`src/rtl/write_controller.sv`:
```
// Raster-order frame-buffer writer: turns the synchronized pixel stream into
// registered write strobes/addresses, pulses frame completion, flags malformed input.
module write_controller #(
    parameter int IMG_W  = 512,
    parameter int IMG_H  = 512,
    parameter int ADDR_W = 18,
    parameter int DATA_W = 24
) (
    input  logic              Clk_in,
    input  logic              Rst_in,
    input  logic              pixel_ready,
    input  logic              pixel_valid,
    input  logic              line_end,
    input  logic [DATA_W-1:0] pixel_data,
    output logic              wr_en,
    output logic [ADDR_W-1:0] wr_addr,
    output logic [DATA_W-1:0] wr_data,
    output logic              busy,
    output logic              frame_done,
    output logic              line_err,
    output logic              frame_err
);

    localparam int COL_W = $clog2(IMG_W + 1);
    localparam int ROW_W = (IMG_H > 1) ? $clog2(IMG_H) : 1;

    localparam logic [COL_W-1:0]  COL_FULL  = COL_W'(IMG_W);
    localparam logic [COL_W-1:0]  COL_ONE   = COL_W'(1);
    localparam logic [ROW_W-1:0]  ROW_LAST  = ROW_W'(IMG_H - 1);
    localparam logic [ROW_W-1:0]  ROW_ONE   = ROW_W'(1);
    localparam logic [ADDR_W-1:0] LINE_STEP = ADDR_W'(IMG_W);

    typedef enum logic [1:0] {
        IDLE,
        CAPTURE,
        DONE
    } state_t;

    state_t state_q, state_d;

    logic [COL_W-1:0]  col_q, col_d, col_eff;
    logic [ROW_W-1:0]  row_q, row_d;
    logic [ADDR_W-1:0] line_base_q, line_base_d;
    logic              wr_en_q, wr_en_d;
    logic [ADDR_W-1:0] wr_addr_q, wr_addr_d;
    logic [DATA_W-1:0] wr_data_q, wr_data_d;
    logic              busy_q, busy_d;
    logic              frame_done_q, frame_done_d;
    logic              line_err_q, line_err_d;
    logic              frame_err_q, frame_err_d;

    always_ff @(posedge Clk_in or posedge Rst_in) begin
        if (Rst_in) begin
            state_q      <= IDLE;
            col_q        <= '0;
            row_q        <= '0;
            line_base_q  <= '0;
            wr_en_q      <= 1'b0;
            wr_addr_q    <= '0;
            wr_data_q    <= '0;
            busy_q       <= 1'b0;
            frame_done_q <= 1'b0;
            line_err_q   <= 1'b0;
            frame_err_q  <= 1'b0;
        end else begin
            state_q      <= state_d;
            col_q        <= col_d;
            row_q        <= row_d;
            line_base_q  <= line_base_d;
            wr_en_q      <= wr_en_d;
            wr_addr_q    <= wr_addr_d;
            wr_data_q    <= wr_data_d;
            busy_q       <= busy_d;
            frame_done_q <= frame_done_d;
            line_err_q   <= line_err_d;
            frame_err_q  <= frame_err_d;
        end
    end

    // A pixel_ready seen mid-frame restarts capture rather than ending it.
    always_comb begin
        state_d = state_q;
        case (state_q)
            IDLE: begin
                if (pixel_ready && pixel_valid) state_d = CAPTURE;
            end
            CAPTURE: begin
                if (!pixel_ready && line_end && row_q == ROW_LAST) state_d = DONE;
            end
            DONE:    state_d = IDLE;
            default: state_d = IDLE;
        endcase
    end

    always_comb begin
        col_d        = col_q;
        col_eff      = col_q;
        row_d        = row_q;
        line_base_d  = line_base_q;
        wr_en_d      = 1'b0;
        wr_addr_d    = wr_addr_q;
        wr_data_d    = wr_data_q;
        busy_d       = (state_d == CAPTURE);
        frame_done_d = 1'b0;
        line_err_d   = line_err_q;
        frame_err_d  = frame_err_q;

        case (state_q)
            IDLE: begin
                if (pixel_ready && pixel_valid) begin
                    wr_en_d     = 1'b1;
                    wr_addr_d   = '0;
                    wr_data_d   = pixel_data;
                    col_d       = COL_ONE;
                    row_d       = '0;
                    line_base_d = '0;
                end
            end
            CAPTURE: begin
                if (pixel_ready) begin
                    frame_err_d = 1'b1;
                    row_d       = '0;
                    line_base_d = '0;
                    col_d       = '0;
                    if (pixel_valid) begin
                        wr_en_d   = 1'b1;
                        wr_addr_d = '0;
                        wr_data_d = pixel_data;
                        col_d     = COL_ONE;
                    end
                end else begin
                    // Same-cycle pixel is counted before line_end checks the row length.
                    if (pixel_valid) begin
                        if (col_q < COL_FULL) begin
                            wr_en_d   = 1'b1;
                            wr_addr_d = line_base_q + ADDR_W'(col_q);
                            wr_data_d = pixel_data;
                            col_eff   = col_q + COL_ONE;
                        end else begin
                            line_err_d = 1'b1;
                        end
                    end
                    if (line_end) begin
                        if (col_eff != COL_FULL) line_err_d = 1'b1;
                        col_d = '0;
                        if (row_q == ROW_LAST) begin
                            row_d       = '0;
                            line_base_d = '0;
                        end else begin
                            row_d       = row_q + ROW_ONE;
                            line_base_d = line_base_q + LINE_STEP;
                        end
                    end else begin
                        col_d = col_eff;
                    end
                end
            end
            DONE: begin
                frame_done_d = 1'b1;
                col_d        = '0;
                row_d        = '0;
                line_base_d  = '0;
            end
            default: begin
                col_d       = '0;
                row_d       = '0;
                line_base_d = '0;
            end
        endcase
    end

    assign wr_en      = wr_en_q;
    assign wr_addr    = wr_addr_q;
    assign wr_data    = wr_data_q;
    assign busy       = busy_q;
    assign frame_done = frame_done_q;
    assign line_err   = line_err_q;
    assign frame_err  = frame_err_q;

endmodule

```
`config.mk`:
```
export PLATFORM = sky130hd
export DESIGN_NAME = write_controller
export DESIGN_NICKNAME = d
export VERILOG_FILES = /design/src/rtl/write_controller.sv
export SDC_FILE = /design/constraint.sdc
export NUM_CORES = 1
export LEC_CHECK = 0
export BUFFER_PORTS_ARGS = -buffer_cell sky130_fd_sc_hd__buf_2
export CORE_AREA = 2 2 84 86
export CTS_BUF_LIST = sky130_fd_sc_hd__clkbuf_16
export DETAILED_ROUTE_END_ITERATION = 8
export DIE_AREA = 0 0 86 88
export PLACE_DENSITY = 0.78
export SLEW_MARGIN = 0
export SYNTH_ARGS = -nofsm -noshare
export SYNTH_HDL_FRONTEND = slang
export SYNTH_SLANG_ARGS = --single-unit
```
`constraint.sdc`:
```
create_clock -name Clk_in -period 3.6 [get_ports Clk_in]
set_clock_uncertainty 0.1 [all_clocks]
set_input_delay 0.18 -clock Clk_in [delete_from_list [all_inputs] [get_ports Clk_in]]
set_output_delay 0.18 -clock Clk_in [all_outputs]
set_load 0.05 [all_outputs]
```
Word-level counts from Yosys, hierarchy flattened
Cells that the tools add are included.
{"block": "word_totals", "mem_bits_rw": 0, "mem_count": 0, "output_inout_bits": 47, "regBits": 86, "elab_cells": 80, "in_bits": 29, "mem_bits_ro": 0, "latchBits": 0}
{"block": "classes", "n_bitwise": 1, "n_addsub": 4, "mul": 0, "mux": 44, "reduce_logical": 10, "shift": 0, "n_div": 0, "n_eq_ne": 9, "magnitude_cmp": 1}
{"op": "2-to-1 mux 18 bit", "count": 8}
{"op": "2-to-1 mux 24 bit", "count": 5}
{"op": "one-hot mux 18 bit (2 select lines)", "count": 2}
{"op": "2-to-1 mux 10 bit", "count": 7}
{"op": "one-hot mux 24 bit (2 select lines)", "count": 1}
{"op": "2-to-1 mux 9 bit", "count": 4}
{"op": "one-hot mux 10 bit (2 select lines)", "count": 1}
{"op": "adder 18 x 10 -> 18 bit", "count": 1}
{"op": "adder 18 x 10 -> 18 bit, second input constant", "count": 1}
{"op": "one-hot mux 9 bit (2 select lines)", "count": 1}
{"op": "2-to-1 mux 1 bit", "count": 11}
{"op": "adder 10 x 1 -> 10 bit, second input constant", "count": 1}
{"op": "< comparator 10 bit, second input constant", "count": 1}
{"op": "!= test 10 bit, second input constant", "count": 1}
{"op": "adder 9 x 1 -> 9 bit, second input constant", "count": 1}
{"op": "== test 9 bit, second input constant", "count": 1}
{"op": "!= test 3 bit, second input constant", "count": 2}
{"op": "AND reduction 2 bit", "count": 3}
{"op": "== test 2 x 1 -> 1 bit, second input constant", "count": 2}
{"op": "2-to-1 mux 2 bit", "count": 2}
{"op": "!= test 2 bit, second input constant", "count": 2}
{"op": "one-hot mux 2 bit (2 select lines)", "count": 1}
{"op": "AND reduction 4 bit", "count": 1}
{"op": "logical AND 1 bit", "count": 3}
{"op": "other kinds (6)", "count": 6}

Logic depth before layout (Yosys ltp)
Gate-level depths: netlist of run 1.
{"block": "logic_depth", "ltp_word": 8, "mapped_depth": 8, "ltp_nobuf": 7}

Least setup slack after synthesis of run 1
No wires, ideal clock.
{"block": "synth_path", "path_type": "register -> register", "start": "register col_q[0]", "end": "register line_err_q, in the netlist line_err", "t_arrival_ns": 1.656, "required_time_ns": 3.365, "path_stages_with_launch": 8, "setup_slack_ns": 1.709, "path_buffers": 1, "synth_period_minus_slack_ns": 1.891, "setup_time_ns": 0.135, "cell_sequence": "dfrtp_1 > ha_1 > and4b_1 > buf_2 > a211oi_1 > a41oi_1 > nor4_1 > a31oi_1"}
{"block": "synth_via", "elab_chain_len": 8, "word_cells_on_any_way": 11, "cone_classes": "add/sub: 1; order compare: 1; eq/ne: 1; mux: 8"}
{"item": "start: declaration", "line": "41", "source": "logic [COL_W-1:0] col_q, col_d, col_eff;"}
{"item": "start signal: assignment", "line": "67", "source": "col_q <= col_d;"}
{"item": "adder 10 x 1 -> 10 bit / < comparator 10 bit (equally long branches)", "line": "138, 134"}
{"item": "2-to-1 mux 10 bit", "line": "134", "source": "if (col_q < COL_FULL) begin"}
{"item": "2-to-1 mux 10 bit", "line": "133", "source": "if (pixel_valid) begin"}
{"item": "2-to-1 mux 10 bit", "line": "120", "source": "if (pixel_ready) begin"}
{"item": "2-to-1 mux 10 bit", "line": "108", "source": "case (state_q)"}
{"item": "!= test 10 bit", "line": "144", "source": "if (col_eff != COL_FULL) line_err_d = 1'b1;"}
{"item": "2-to-1 mux 1 bit", "line": "144"}
{"item": "2-to-1 mux 1 bit (*)", "line": "143", "source": "if (line_end) begin"}
{"item": "end signal: assignment", "line": "75", "source": "line_err_q <= line_err_d;"}
{"item": "end: declaration", "line": "49", "source": "logic line_err_q, line_err_d;"}
Every way passes the cells marked *; elsewhere a longest branch is shown, timed or not. The select of a mux whose other input is x is not followed.
A chain may end at the register's enable or synchronous reset.

Worst setup path in the final report of run 1
{"block": "layout_path", "start": "register col_q[9]", "end": "register wr_addr_q[12], in the netlist wr_addr[12]"}
{"block": "layout_via", "elab_chain_len": 5, "word_cells_on_any_way": 8, "cone_classes": "add/sub: 1; order compare: 1; eq/ne: 1; mux: 4; reduce/logical: 1"}
{"item": "adder 18 x 10 -> 18 bit", "line": "136", "source": "wr_addr_d = line_base_q + ADDR_W'(col_q);"}
{"item": "2-to-1 mux 18 bit", "line": "134"}
{"item": "2-to-1 mux 18 bit", "line": "133"}
{"item": "2-to-1 mux 18 bit", "line": "120"}
{"item": "one-hot mux 18 bit (2 select lines)", "line": "108"}
{"item": "end signal: assignment", "line": "71", "source": "wr_addr_q <= wr_addr_d;"}
{"item": "end: declaration", "line": "45", "source": "logic [ADDR_W-1:0] wr_addr_q, wr_addr_d;"}
Parallel ways exist; a longest one is shown, timed or not. The select of a mux whose other input is x is not followed.

==> results of run 1 <==
## per-layer routing
layer  vias to the layer above  wire length, um  GRT usage  share of wire
met1                      1393             3462     0.2939           0.43
li1                       1372                -          -              -
met4                         0              143     0.1010          0.018
met5                         -                0          0              0
met3                        13              504    0.03299          0.063
met2                       135             3890     0.3749           0.49
## power by group through the flow
stage          clock network (mW)  logic [mW]  registers (mW)
2_1_floorplan                   0       0.103            1.08
3_3_place_gp                    0       0.291           0.954
3_5_place_dp                    0       0.296           0.958
4_1_cts                     0.929       0.317           0.942
5_1_grt                     0.977       0.343           0.950
6_report                    0.922       0.319           0.944
## cell usage after synthesis (all sizes together)
cell	n
nand3	12
and3	2
dfrtp	77
a211oi	1
o211a	1
a41oi	1
nand2b	4
mux2	24
nand2	45
clkbuf	3
xor2	12
o21ai	26
a31o	1
a32o	2
nor2b	1
a22o	8
nor4	1
ha	5
a31oi	2
inv	7
nor3b	1
o21a	1
o22ai	2
nor3	5
and4b	1
buf	17
or4	2
nand4	8
nor2	31
xnor2	9
o32ai	1
a21o	1
a21oi	14
or3	2
o31ai	6
and4	2
## registers in the layout (all words and copies together) (netlist names)
register / flops
wr_data: 24
frame_done: 1
state_q: 2
row_q: 9
busy: 1
line_err: 1
col_q: 10
line_base_q: 9
wr_addr: 18
wr_en: 1
frame_err: 1
## repair_timing
item,in CTS,in global routing
hold buffers,24,0
hold endpoints to repair,59,0
setup endpoints to repair,0,0
## through the flow
stage / util / cells / hold WS, ps / instance area, um^2
2_1_floorplan: - / 338 / 205.8 / 3540
3_3_place_gp: 0.5938 / 477 / 237.1 / 3945
3_5_place_dp: 0.5938 / 477 / 254.5 / 3945
4_1_cts: 0.6763 / 517 / 2.501 / 4493
5_1_grt: 0.6763 / 517 / 2.595 / 4493
6_report: 0.6763 / 517 / 0.004802 / 4493
## final cells by class
cell class | count | area (um^2) | share of cell area
multi-input cells | 234 | 1486 | 0.3308
well taps | 80 | 100.1 | 0.02228
clock buffers | 9 | 225.2 | 0.05013
repair buffers | 103 | 645.6 | 0.1437
flip-flops and latches | 77 | 1927 | 0.4289
inverters | 7 | 26.28 | 0.005848
clock inverters | 7 | 82.58 | 0.01838
## worst register-to-register path, stage by stage (launching register included)
cell and delay, ps:
dfrtp_1 470, inv_1 180, a21o_1 150, nand3_2 620, nor2_1 630, a22o_1 230
## logic make-up (layout without fill, tap and decap cells)
| logic type | count (synthesis) | after routing | synth area share |
|---|---|---|---|
| compound gates | 67 | 67 | 0.1195 |
| xor+xnor | 21 | 21 | 0.05196 |
| fa+ha+maj | 5 | 5 | 0.01767 |
| buf+inv | 27 | 126 | 0.03712 |
| flops | 77 | 77 | 0.5444 |
| mux | 24 | 24 | 0.07635 |
| simple gates | 117 | 117 | 0.1531 |
## worst max-delay path by stage
stage                     startpoint          end  cells past startpoint
after floorplan               Rst_in         busy                      1
after global placement      col_q[9]  wr_addr[15]                      5
final                       col_q[9]  wr_addr[12]                      5
after global routing        col_q[9]  wr_addr[12]                      5
after CTS                   col_q[9]  wr_addr[13]                      5
after detailed placement    col_q[9]  wr_addr[14]                      5
==> metrics, run 1 <==
top cells by area, synth dfrtp_1 54%, mux2_2 7.6%, nand2_1 4.8%, o21ai_0 3.7%, nor2_1 3.3%; fillers 488; Power, Total around 2.2 mW; cell taking the most area after synthesis dfrtp_1; Num CTS Buffers 9; WP data required approximately 3800 ps; final worst path period share 0.6818; final max-slew violation count 0; worst-path maximum fanout 34; Inserted Diodes 0; Cell Chain, Critical Path inv_1 -> a21o_1 -> nand3_2 -> nor2_1 -> a22o_1; Int Power 1.557 mW; DRT Pass-1 Iters 4; final hold violations 0; largest net degree at the start of global routing 39; final setup fails 0; cell family with most CP delay simple AND/OR/NAND/NOR gates; total number of vias ~2900; post-cts sizing count 0; VDD IR-drop max about 310 uV; switching pwr roughly 630 uW; chip width 86 um; Final HPWL DP between 4000 and 5000 um; Core Rows 30; register area share after synthesis 0.5444; CTS sink count 77; max-cap viol count 0; IO Port Bufs between 70 and 80; status completed; relative slew slack 0.4543; Core Area 6644 um^2; Setup Slack @ Placement roughly 1300 ps; GP Congestion about 0.97; Skew-Pair Late Insertion Delay around 330 ps; wire per inst about 15 um; Via density about 5.6; Post-Syn Area per Cell 10.47 um^2; DRT iter0 DRCs 165; IO Count 76; most common cell after layout, fill and taps aside dfrtp_1; layout cells sized above 1 0.2860; WL final 8002 um; slowest stage delay, CP roughly 620 ps; r2r startpoint col_q[9]; Clk pwr share 0.422; Area Overhead vs Synth 26.94%; hold depth 2; Critical Path Slowest Stage Cell nand3_2; clk root buf clkbuf_16; TNS Setup 0 ps; GRT Total Usage 0.2250; number of global-route vias before repair 2785; global-route wire length before repair around 13000 um; Starting Density 0.5328; initial antenna violation count 0; kind of critical path register to register; clk buf depth 2; total die area about 7600 um^2; nets@finish roughly 470; min Tclk post-route approximately 2500 ps; Netlist Area Pre-Place about 3500 um^2; Setup crit end kind register; Min-Delay Path Class primary input to register; FMAX 407.4 MHz; worst endpoint data arrival time roughly 2600 ps; Flop pwr share 0.432; final worst-path setup slack ~1100 ps; Die Y between 80 and 90 um; Synth Net Count around 370; Hold EP wr_data[13]; reg2reg path depth 5; worst-margin pin slew about 820 ps; Post-CTS Setup Inserts 0; TritonCTS clock tree yes; YS warnings 0; DRT antenna net count 0; Pwr Density slightly below 500 nW/um^2; Switching Fraction 0.2872; crit path launch type register; reg2reg setup slack 1150 ps; reg2reg end wr_addr[12]; GRT overflow 0; # DRC 0; Yosys reg bits 77; Buf+Inv Stages, Crit Path 1; hold wc startpoint pixel_data[13]; clock-pin slew on the worst setup and hold paths about 60 ps; depth of the CTS H-tree 3; Synth Instances approximately 340; most frequent cells in the layout 77 x dfrtp_1, 75 x buf_2, 45 x nand2_1; Pleak ~2.1 nW; Synth cell types 40; Yosys top cell area share 0.5444; power share of the combinational group 0.146; RSZ-0062 raised after global routing false
No activity file was read; power rests on OpenSTA's default activity.
==> run 2, diff against run 1 <==
- CORE_AREA: 2 2 84 86 -> 2 2 88 90
- DIE_AREA: 0 0 86 88 -> 0 0 90 92
- PLACE_DENSITY: 0.78 -> 0.75
- clock period: 3.6 -> 2.09 ns (I/O delays scaled with it)
==> run 2 against run 1 <==
Register-to-register slack worse by 930 ps. Core utilization decreased by 5.4 points. Wire length decreased by 0.37%. Power rose by 73%. Clock-buffer cell count unchanged. Non-clock buffer count grew 11. Setup slack got worse by 930 ps. Sequential power rose by 72%. First-iteration DRC count grew 22%. Die area up 9.4%. Flip-flop and latch count is the same. Critical endpoint is now line_err.
==> metrics, run 2 (synthesis results as in run 1) <==
status completed; hold wc startpoint pixel_ready; final hold violations 0 (unchanged); Core Rows 32 (+6.7%); layout cells sized above 1 0.3004 (+0.01441); depth of the CTS H-tree 3 (unchanged); Final Non-Filler Cells 548 (+6.0%); Skew-Pair Late Insertion Delay 320 ps (about the same); largest net degree at the start of global routing 57 (+46%); clk root buf clkbuf_16; power share of the combinational group 0.153 (+0.007); GP Congestion 0.8927 (-8.1%); Via density 5.252 (-6.8%); Hold EP frame_err; Area Overhead vs Synth 30.97%; FMAX 533.6 MHz (+31%); Buf+Inv Stages, Crit Path 0 (-1); final worst path period share 0.8967 (+0.2149); # DRC 0 (unchanged); WL final 7972 um (-0.37%); clock-pin slew on the worst setup and hold paths 60 ps (about the same); WP data required 2180 ps (-1590 ps); slowest stage delay, CP 440 ps (-180 ps); DRT iter0 DRCs 201 (+22%); max reg flops 24 (unchanged); nets@finish 477 (+2.4%); initial antenna violation count 0 (unchanged); most common cell after layout, fill and taps aside dfrtp_1; met1 GRT Util 0.2747 (-0.01922); worst-path maximum fanout 8 (-76%); Pleak 2.152 nW (+2.9%); Num CTS Buffers 9 (unchanged); max-cap viol count 0 (unchanged); Critical Path Slowest Stage Cell dfrtp_1; switching pwr 1.003 mW (+60%); clk buf depth 2 (unchanged); Flop pwr share 0.428 (-0.004); IO Port Bufs 75 (unchanged); cell family with most CP delay simple AND/OR/NAND/NOR gates; TNS Setup 0 ps (unchanged); Power, Total 3.789 mW (+73%); Starting Density 0.4753 (-0.05747); DRT Pass-1 Iters 4 (unchanged); Pwr Density 817.4 nW/um^2 (+68%); grt met3 use 0.04108 (+0.008097); most frequent cells in the layout 77 x dfrtp_1, 75 x buf_2, 45 x nand2_1; Die Y 92 um (+4.5%); hold depth 2 (unchanged); wire per inst 14.55 um (-6.0%); DRT antenna net count 0 (unchanged); reg2reg path depth 6 (+1); final setup fails 0 (unchanged); Cell Chain, Critical Path ha_1 -> and4b_2 -> a211oi_1 -> a41oi_1 -> nor4_1 -> a31oi_1; reg2reg setup slack 220 ps (-930 ps); Min-Delay Path Class primary input to register; chip width 90 um (+4.7%); IO Count 76 (unchanged); CP Depth 6 (+1); Int Power 2.786 mW (+79%); min Tclk post-route 1874 ps (-580.5 ps); gr busiest metal met2; final max-slew violation count 0 (unchanged); GRT overflow 0 (unchanged); relative slew slack 0.5547 (+0.1004); Switching Fraction 0.2647 (-0.02247); Inserted Diodes 0 (unchanged); Final HPWL DP 5005 um (+0.98%); total die area 8280 um^2 (+9.4%); Clk pwr share 0.419 (-0.003); kind of critical path register to register; Core Area 7447 um^2 (+12%); worst endpoint data arrival time 1970 ps (-650 ps); RSZ-0062 raised after global routing false; crit path launch type register; global-route wire length before repair 13430 um (+1.4%); worst-margin pin slew 666.5 ps (-149.0 ps); TritonCTS clock tree yes; Setup crit end kind register; number of global-route vias before repair 2773 (-0.43%); r2r startpoint col_q[1]; Post-CTS Setup Inserts 0 (unchanged); GR Layer Usage met2 0.3183 (-0.05662); Placed Instances 508 (+6.5%); GRT Total Usage 0.2022 (-0.02281); VDD IR-drop max 426.8 uV (+36%); total number of vias 2878 (-1.2%); reg2reg end line_err; CTS sink count 77 (unchanged)
==> run 2: cell count changes in the layout (fill, tap and decap cells not counted), sizes merged <==
cell | before | now
dlygate4sd3 | 24 | 26
buf | 79 | 88
inv | 10 | 6
clkinv | 1 | 2
bufinv | 1 | 2
==> run 2: how the worst max path moves through the flow <==
stage,startpoint,to
global placement,row_q[3],line_base_q[15]
detailed placement,row_q[3],row_q[3]
finish,col_q[1],line_err
global route,row_q[3],line_base_q[14]
floorplan,col_q[0],line_err
CTS,row_q[3],line_base_q[17]
==> run 2: cell type report <==
cell class | count | area (um^2)
clock buffers | 9 | 225.2
clock inverters | 5 | 77.57
repair buffers | 114 | 758.2
flip-flops and latches | 77 | 1927
inverters | 7 | 30.03
multi-input cells | 234 | 1490
fillers | 592 | 2811
well taps | 102 | 127.6
==> run 2: worst reg2reg max path, stage by stage (launching register included) <==
cell and delay (ps):
dfrtp_1 440, ha_1 260, and4b_2 310, a211oi_1 250, a41oi_1 70, nor4_1 190, a31oi_1 110
==> run 2: power groups by stage <==
stage / clock (mW) / sequential [mW] / combinational, mW
global placement: 0 / 1.64 / 0.530
finish: 1.59 / 1.62 / 0.580
CTS: 1.61 / 1.62 / 0.577
floorplan: 0 / 1.85 / 0.178
detailed placement: 0 / 1.64 / 0.538
global route: 1.68 / 1.63 / 0.619
==> run 2: per-layer routing <==
| metal | part of all wire | up-vias | routed length [um] |
|---|---|---|---|
| met4 | 0.012 | 0 | 96 |
| met5 | 0 | - | 0 |
| li1 | - | 1393 | - |
| met2 | 0.48 | 109 | 3854 |
| met3 | 0.047 | 10 | 374 |
| met1 | 0.46 | 1366 | 3646 |
==> run 2: per-stage QoR <==
stage | area (um^2) | util | worst slack (ps) | hold slack, ps
floorplan | 3543 | - | 199.0 | 130.3
global placement | 4069 | 0.5464 | 158.6 | 123.5
detailed placement | 4069 | 0.5464 | 52.72 | 132.3
CTS | 4632 | 0.6220 | 11.02 | 50.84
global route | 4636 | 0.6225 | 25.55 | 67.67
finish | 4636 | 0.6225 | 215.9 | 56.31
==> run 2: repair_timing <==
action                                  4_1_cts  5_1_grt
hold buffers                                 26        0
gates resized for setup                       0        2
endpoints found under the setup margin        0       14
endpoints found under the hold margin        54        0
==> run 3, diff against run 2 <==
- ABC_AREA: default -> 1
- CORE_AREA: 2 2 88 90 -> 2 2 89 91
- DIE_AREA: 0 0 90 92 -> 0 0 91 93
- PLACE_DENSITY: 0.75 -> 0.74
==> run 3 against run 2 <==
Core utilization down 0.93 points. Critical endpoint is now line_base_q[12]. Register-to-register slack better by 30 ps. Sequential power is 5% higher. Cell area decreased by 0.43%. Largest power group unchanged. Critical path type unchanged. Wire length rose by 6.4%. Global-route usage rose by 0.80 points. Synthesized cell count up 27%.
==> metrics, run 3 <==
hold wc startpoint pixel_ready; cell area after layout 4616 um^2 (-0.43%); total die area 8463 um^2 (+2.2%); register area share after synthesis 0.5394 (-0.004957); final worst-path setup slack 244.9 ps (+28.94 ps); Setup crit end kind register; Synth Net Count 463 (+24%); Num CTS Buffers 9 (unchanged); Core Area 7527 um^2 (+1.1%); Clk pwr share 0.385 (-0.034); reg2reg path depth 9 (+3); Hold EP frame_err; DRT iter0 DRCs 171 (-15%); Most used DFF post-synth dfrtp_1; Via density 5.048 (-3.9%); final setup fails 0 (unchanged); nets@finish 567 (+19%); Flop pwr share 0.414 (-0.014); Final HPWL DP 5764 um (+15%); Critical Path Slowest Stage Cell dfrtp_1; kind of critical path register to register; global-route wire length before repair 14260 um (+6.1%); status completed; crit path launch type register; EDFF count, synth 0 (unchanged); asr flop ratio synth 1.000 (unchanged); Yosys reg bits 77 (unchanged); reg2reg end line_base_q[12]; Starting Density 0.4746 (-0.0007346); count leader, synth nand2_1; Worst Setup SP row_q[0]; RSZ-0062 raised after global routing false; Skew-Pair Late Insertion Delay 340 ps (+20 ps); GRT overflow 0 (unchanged); GP Congestion 0.8748 (-2.0%); wire per inst 13.25 um (-8.9%); total number of vias 3231 (+12%); Switching Fraction 0.3270 (+0.06232); TritonCTS clock tree yes; clk root buf clkbuf_16; Setup Slack @ Placement 178.6 ps (+125.9 ps); YS warnings 0 (unchanged); initial antenna violation count 0 (unchanged); number of global-route vias before repair 3079 (+11%); Core Rows 32 (unchanged); Post-Syn Area per Cell 8.327 um^2 (-20%); CTS sink count 77 (unchanged); most common cell after layout, fill and taps aside nand2_1; max-cap viol count 0 (unchanged); r2r startpoint row_q[0]; Synth cell types 35 (-13%); worst endpoint data arrival time 1970 ps (about the same); Inserted Diodes 0 (unchanged); max reg flops 24 (unchanged); Placed Area 4055 um^2 (-0.34%); final hold violations 0 (unchanged); IO Count 76 (unchanged); power share of the combinational group 0.201 (+0.048); relative slew slack 0.6299 (+0.07514); DRT Pass-1 Iters 4 (unchanged); cell taking the most area after synthesis dfrtp_1; final core occ 0.6132 (-0.009282); top cells by area, synth dfrtp_1 54%, nand2_1 17%, nand3_1 4.1%, inv_1 3.5%, nor2_1 3.5%; Yosys top cell area share 0.5394 (-0.004957); FMAX 542.0 MHz (+1.6%); WP data required 2210 ps (+30 ps); Pleak 2.358 nW (+9.5%); worst-path maximum fanout 10 (+2); slowest stage delay, CP 410 ps (-30 ps); Cell Chain, Critical Path ha_1 -> nand3_1 -> nor2_1 -> ha_1 -> inv_1 -> a21oi_2 -> inv_2 -> o21ai_0 -> a21oi_1; final max-slew violation count 0 (unchanged); # DRC 0 (unchanged); VDD IR-drop max 575.5 uV (+35%); reg2reg setup slack 240 ps (+30 ps); Power, Total 4.102 mW (+8.2%); largest net degree at the start of global routing 53 (-7.0%); WL final 8480 um (+6.4%); layout cells sized above 1 0.2193 (-0.08112); clk buf depth 2 (unchanged); switching pwr 1.341 mW (+34%); Die Y 93 um (+1.1%); min Tclk post-route 1845 ps (-28.94 ps); worst-margin pin slew 554.0 ps (-112.5 ps); GRT Total Usage 0.2101 (+0.007959); cell mode on critical path ha_1; clock-pin slew on the worst setup and hold paths 60 ps (about the same); final worst path period share 0.8828 (-0.01385); Synth Instances 429 (+27%); commonest cells in the netlist 160 x nand2_1, 77 x dfrtp_1, 33 x inv_1, 33 x nor2_1, 29 x nand3_1; TNS Setup 0 ps (unchanged); IO Port Bufs 75 (unchanged); Min-Delay Path Class primary input to register; depth of the CTS H-tree 3 (unchanged); Pwr Density 888.6 nW/um^2 (+8.7%); Int Power 2.760 mW (-0.93%); Area Overhead vs Synth 29.21%; most frequent cells in the layout 160 x nand2_1, 77 x dfrtp_1, 75 x buf_2; chip width 91 um (+1.1%); DRT antenna net count 0 (unchanged); hold depth 2 (unchanged); Netlist Area Pre-Place 3572 um^2 (+0.92%)
-- run 3: changes by cell type in the layout (fill, tap and decap cells not counted), sizes merged, moves of 7 or more --
cell,change
a22o,-7
xor2,-11
inv,+35
buf,-10
nand3,+20
xnor2,-9
mux2,-24
nand2,+120
-- run 3: kinds of logic after synthesis --
logic type      Yosys count  share of synthesized area
compound gates           53                    0.08617
xor+xnor                  1                   0.002452
fa+ha+maj                 5                    0.01751
buf+inv                  49                    0.05815
flops                    77                     0.5394
mux                       1                   0.002802
simple gates            243                     0.2935
-- run 3: critical path: cells and delay by family (launching register included) --
family,cells,cell delay (ps)
flip-flops,1,410
AO/OA/AOI/OAI,3,380
AND/OR/NAND/NOR,2,220
adder cells (fa/ha/maj),2,400
buffers and inverters,2,210
-- run 3: layout make-up --
cell class / instances / area [um^2]
Clock buffer: 9 / 225.2
Clock inverter: 7 / 81.33
Fill cell: 627 / 2912
Inverter: 39 / 152.6
Multi-Input combinational cell: 303 / 1441
Sequential cell: 77 / 1927
Tap cell: 102 / 127.6
Timing Repair Buffer: 103 / 660.6
-- run 3: repair_timing --
action,in CTS,in global routing
hold buffers,25,0
endpoints found under the setup margin,0,1
setup buffers,0,0
gates resized for setup,0,1
endpoints found under the hold margin,49,0
-- run 3: power by group through the flow --
stage | registers [mW] | logic (mW) | clock network (mW)
detailed placement | 1.72 | 0.786 | 0
global route | 1.71 | 0.898 | 1.68
floorplan | 2.00 | 0.301 | 0
finish | 1.70 | 0.826 | 1.58
global placement | 1.72 | 0.772 | 0
CTS | 1.69 | 0.823 | 1.60
-- run 3: per-stage QoR --
stage	std cells	hold slack, ps
2_1_floorplan	429	121.3
3_3_place_gp	599	84.46
3_5_place_dp	599	90.02
4_1_cts	640	33.23
5_1_grt	640	50.08
6_report	640	33.48
-- run 3: worst max path at each step --
stage / end / slack (ps) / cells past startpoint
finish: line_base_q[12] / 240 / 9
global route: line_base_q[12] / 50 / 9
CTS: line_base_q[12] / 180 / 9
detailed placement: line_base_q[12] / 180 / 9
global placement: line_base_q[13] / 270 / 9
floorplan: line_base_q[13] / 400 / 9
-- run 3: per-layer routing --
metal / track usage / routed length (um)
met5: 0 / 0
met2: 0.3364 / 4019
met1: 0.2814 / 3811
met3: 0.05882 / 548
met4: 0.06187 / 100
